[src/rtl/mux8_pkg.sv]
// Shared constants and helpers for the 8-to-1 decoder-driven multiplexer.
//
// Contents:
//   N_IN       - number of input lanes (fixed at 8)
//   SEL_W      - select width, log2(N_IN)
//   onehot_dec - maps a SEL_W-bit select to an N_IN-bit one-hot vector
package mux8_pkg;

  localparam int N_IN  = 8;
  localparam int SEL_W = $clog2(N_IN);

  // Built from equality compares rather than a case statement so that an
  // unknown select yields unknown decoder bits in simulation instead of
  // silently falling into a default branch.
  function automatic logic [N_IN-1:0] onehot_dec(input logic [SEL_W-1:0] sel);
    logic [N_IN-1:0] dec;
    dec = '0;
    for (int k = 0; k < N_IN; k++) begin
      dec[k] = (sel == SEL_W'(k));
    end
    return dec;
  endfunction

endpackage

[src/rtl/dec3to8.sv]
// 3-to-8 line decoder, purely combinational.
//
// Ports:
//   s - 3-bit select
//   d - 8-bit one-hot output, d[k] = 1 iff s == k
module dec3to8
  import mux8_pkg::*;
(
  input  logic [SEL_W-1:0] s,
  output logic [N_IN-1:0]  d
);

  assign d = onehot_dec(s);

endmodule

[src/rtl/mux8_dec_tsb.sv]
// 8-to-1 multiplexer: a 3-to-8 decoder gates eight lanes onto one shared
// bus, and the bus value is registered.
//
// The "tristate" bus is modelled as an AND-OR structure: each lane is
// masked by its decoder bit and all masked lanes are ORed together. The
// decoder is one-hot, so at most one lane contributes at any time.
//
// Ports:
//   clk     - rising-edge clock
//   rst_n   - synchronous active-low reset, priority over en
//   en      - capture enable
//   s       - lane select
//   I       - packed lanes, lane k = I[k*WIDTH +: WIDTH]
//   y       - registered selected lane
//   sel_oh  - registered one-hot decoder value that produced y
//   y_valid - high the cycle after an en=1 capture
module mux8_dec_tsb
  import mux8_pkg::*;
#(
  parameter int WIDTH = 1
) (
  input  logic                  clk,
  input  logic                  rst_n,
  input  logic                  en,
  input  logic [SEL_W-1:0]      s,
  input  logic [N_IN*WIDTH-1:0] I,
  output logic [WIDTH-1:0]      y,
  output logic [N_IN-1:0]       sel_oh,
  output logic                  y_valid
);

  logic [N_IN-1:0]  dec;
  logic [WIDTH-1:0] lane_drive [N_IN];
  logic [WIDTH-1:0] bus_value;

  logic [WIDTH-1:0] y_reg;
  logic [N_IN-1:0]  sel_oh_reg;
  logic             y_valid_reg;

  dec3to8 u_dec (
    .s (s),
    .d (dec)
  );

  // Each lane only drives when its decoder bit is set.
  for (genvar gi = 0; gi < N_IN; gi++) begin : g_drive
    assign lane_drive[gi] = I[gi*WIDTH +: WIDTH] & {WIDTH{dec[gi]}};
  end

  // Wired-OR of all drivers; one-hot select means no contention.
  always_comb begin
    bus_value = '0;
    for (int k = 0; k < N_IN; k++) begin
      bus_value = bus_value | lane_drive[k];
    end
  end

  always_ff @(posedge clk) begin
    if (!rst_n) begin
      y_reg       <= '0;
      sel_oh_reg  <= '0;
      y_valid_reg <= 1'b0;
    end else if (en) begin
      y_reg       <= bus_value;
      sel_oh_reg  <= dec;
      y_valid_reg <= 1'b1;
    end else begin
      y_valid_reg <= 1'b0;
    end
  end

  assign y       = y_reg;
  assign sel_oh  = sel_oh_reg;
  assign y_valid = y_valid_reg;

endmodule

[config.mk]
export PLATFORM = sky130hd
export DESIGN_NAME = mux8_dec_tsb
export DESIGN_NICKNAME = d
export VERILOG_FILES = /design/src/rtl/mux8_pkg.sv /design/src/rtl/dec3to8.sv /design/src/rtl/mux8_dec_tsb.sv
export SDC_FILE = /design/constraint.sdc
export NUM_CORES = 1
export LEC_CHECK = 0
export CORE_AREA = 10 10 47 49
export DETAILED_ROUTE_END_ITERATION = 7
export DIE_AREA = 0 0 57 59
export HOLD_SLACK_MARGIN = 0.06
export MAX_ROUTING_LAYER = met4
export PLACE_DENSITY = 0.85
export SKIP_CTS_REPAIR_TIMING = 1
export SYNTH_ARGS = -nofsm -noshare
export SYNTH_HDL_FRONTEND = slang
export SYNTH_SLANG_ARGS = --single-unit
[constraint.sdc]
create_clock -name clk -period 2.9 [get_ports clk]
set_clock_uncertainty 0.15 [all_clocks]
set_input_delay 0.725 -clock clk [delete_from_list [all_inputs] [get_ports clk]]
set_output_delay 0.725 -clock clk [all_outputs]
set_load 0.02 [all_outputs]
==> results.tsv <==
metric	value	unit
status	complete, no violations	
synth_common_cells	dfxtp_1 (10), and2_1 (7), inv_1 (6)	
grt_overflow_total	0	
cp_max_fo	9	
yosysUniqueCellTypes	21	
syn_area_per_cell	8.99	um^2
synth_area_leaders	dfxtp_1 (42%), and2_1 (9.2%), nand2b_1 (5.2%), o22ai_1 (5.2%), inv_1 (4.7%)	
die-height	59	um
yosysSeqAreaShare	0.420	
cts_buffers	3	
fin_ws	786	ps
worstHoldPathType	flip-flop to flip-flop	
holdWs	325	ps
clock_sinks	10	
num_vias	470	
grt_antenna_before_repair	0	
max_freq	473	MHz
synth_flop_cell	dfxtp_1	
clk_pin_slew	70	ps
synthArstFlopShare	0	
power_density	442	mW/mm^2
port_buffers	23	
worst_skew_pair.late_latency	260	ps
synth_area	477	um^2
cp_data_required_time	2880	ps
core-area	0.00140	mm^2
drv_cap	0	
min_period	2110	ps
power.total	0.000329	W
drv_slew	0	
synth_edf_count	0	
viasPerCell	5.00	
ant_nets	0	
routabilityCongestion	0.714	
synth_top_cell_by_area	dfxtp_1	
irDropWorstVdd	287	uV
fin_crit_sh	0.729	
drc	0	
cts_tree	done	
synth_top_area_frac	0.420	
yosys_warnings	0	
grt_pass1_vias	467	
crit_chain	clkdlybuf4s50_1 -> mux2_4 -> a22o_1 -> nand2_1 -> a31oi_1	
setup_tns	0	ps
clock-root-buffer	clkbuf_4	
antenna_cells	0	
drive_above_1_share	0.0769	
std_cell_rows	14	
synthCells	53	
worst_slew_pin_slew	460	ps
grt_max_degree	16	
critical_path_class	input pin to flip-flop	
nets	93	
critPathCaptureType	flip-flop	
grt_pass1_wl	1970	um
die_area	0.00336	mm^2
largest_reg_flops	8	
slew_headroom	0.692	
final_hold_viol_count	0	
start_kind	input pin	
cpPeakStageDelay	670	ps
power_leakage	0.274	nW
rsz0062_at_grt	false	
ios	24	
die_x	57	um
critPathArrivalTime	2090	ps
synth_seq_cells	10	
drt-pass1-iter-count	4	
clockBufferDepth	2	
htree_levels	1	
synthToLayoutAreaGrowth	56.2	%
setup-violations-final	0	
pre_cts_ws	501	ps
drtIter0Drc	7	
start_util	0.340	
post-synth-top-count-cell	dfxtp_1	
crit_slowest_cell	clkdlybuf4s50_1	
fillers	147	
wire_per_inst	12.0	um
syn_nets	67	
grtUsageTotal	0.0769	
wirelength	1130	um
## per-layer routing
layer / GRT usage / vias to the layer above / wire, um
met3: 0.0515 / 2 / 137
met5: - / - / 0
met4: 0.0604 / 0 / 5
met2: 0.104 / 21 / 477
met1: 0.0761 / 212 / 511
li1: - / 235 / -
## cells in the final DEF (no fill, tap or decap), types with 2 or more instances in the layout
master,synthesis,final
inv_1,6,6
clkbuf_4,0,3
nor2_1,2,2
nand2b_1,4,4
nand2_1,3,3
o32ai_1,2,2
mux2i_1,2,2
a21boi_1,2,2
clkdlybuf4s50_1,0,23
o22ai_1,4,4
dfxtp_1,10,10
and2_1,7,7
## worst max-delay path: cells and delay by family
family	cells	cell delay, ps
AOI/OAI and AO/OA	2	310
and+or+nand+nor	1	60
muxes	1	330
buffers and inverters	1	670
## metrics by stage
| stage | cells | util | cell area [um^2] |
|---|---|---|---|
| detailed placement | 90 | 0.505 | 708 |
| floorplan | 53 | - | 477 |
| global placement | 90 | 0.505 | 708 |
| CTS | 94 | 0.531 | 744 |
| finish | 94 | 0.531 | 744 |
| global route | 94 | 0.531 | 744 |
## path summary, 6_finish.rpt
check             startpoint   endpoint  slack, ps  cells after the start
setup / recovery        s[2]          y        790                      5
hold / removal     sel_oh[2]  sel_oh[2]        320                      2
setup reg to reg   sel_oh[7]  sel_oh[7]       2050                      3
hold reg to reg    sel_oh[2]  sel_oh[2]        320                      2
## cell type report
| cell class | count | area (um^2) | area share |
|---|---|---|---|
| clock buffers | 4 | 36.3 | 0.0487 |
| inverters | 6 | 22.5 | 0.0303 |
| multi-input cells | 35 | 235 | 0.316 |
| flip-flops and latches | 10 | 200 | 0.269 |
| well taps | 16 | 20.0 | 0.0269 |
| repair buffers | 23 | 230 | 0.309 |
## cell families (layout without fill, tap and decap cells)
logic type             after synthesis  in the layout  synth area share
muxes                                3              3            0.0735
buffers and inverters                8             33            0.0866
DFF                                 10             10             0.420
AOI/OAI and AO/OA                   12             12             0.181
and+or+nand+nor                     20             20             0.239
## power by group
part / internal, W / switching [W]
combinational: 0.0000345 / 0.0000248
clock: 0.0000763 / 0.0000498
sequential: 0.000142 / 0.00000193
Power figures use the tool's default switching activity.
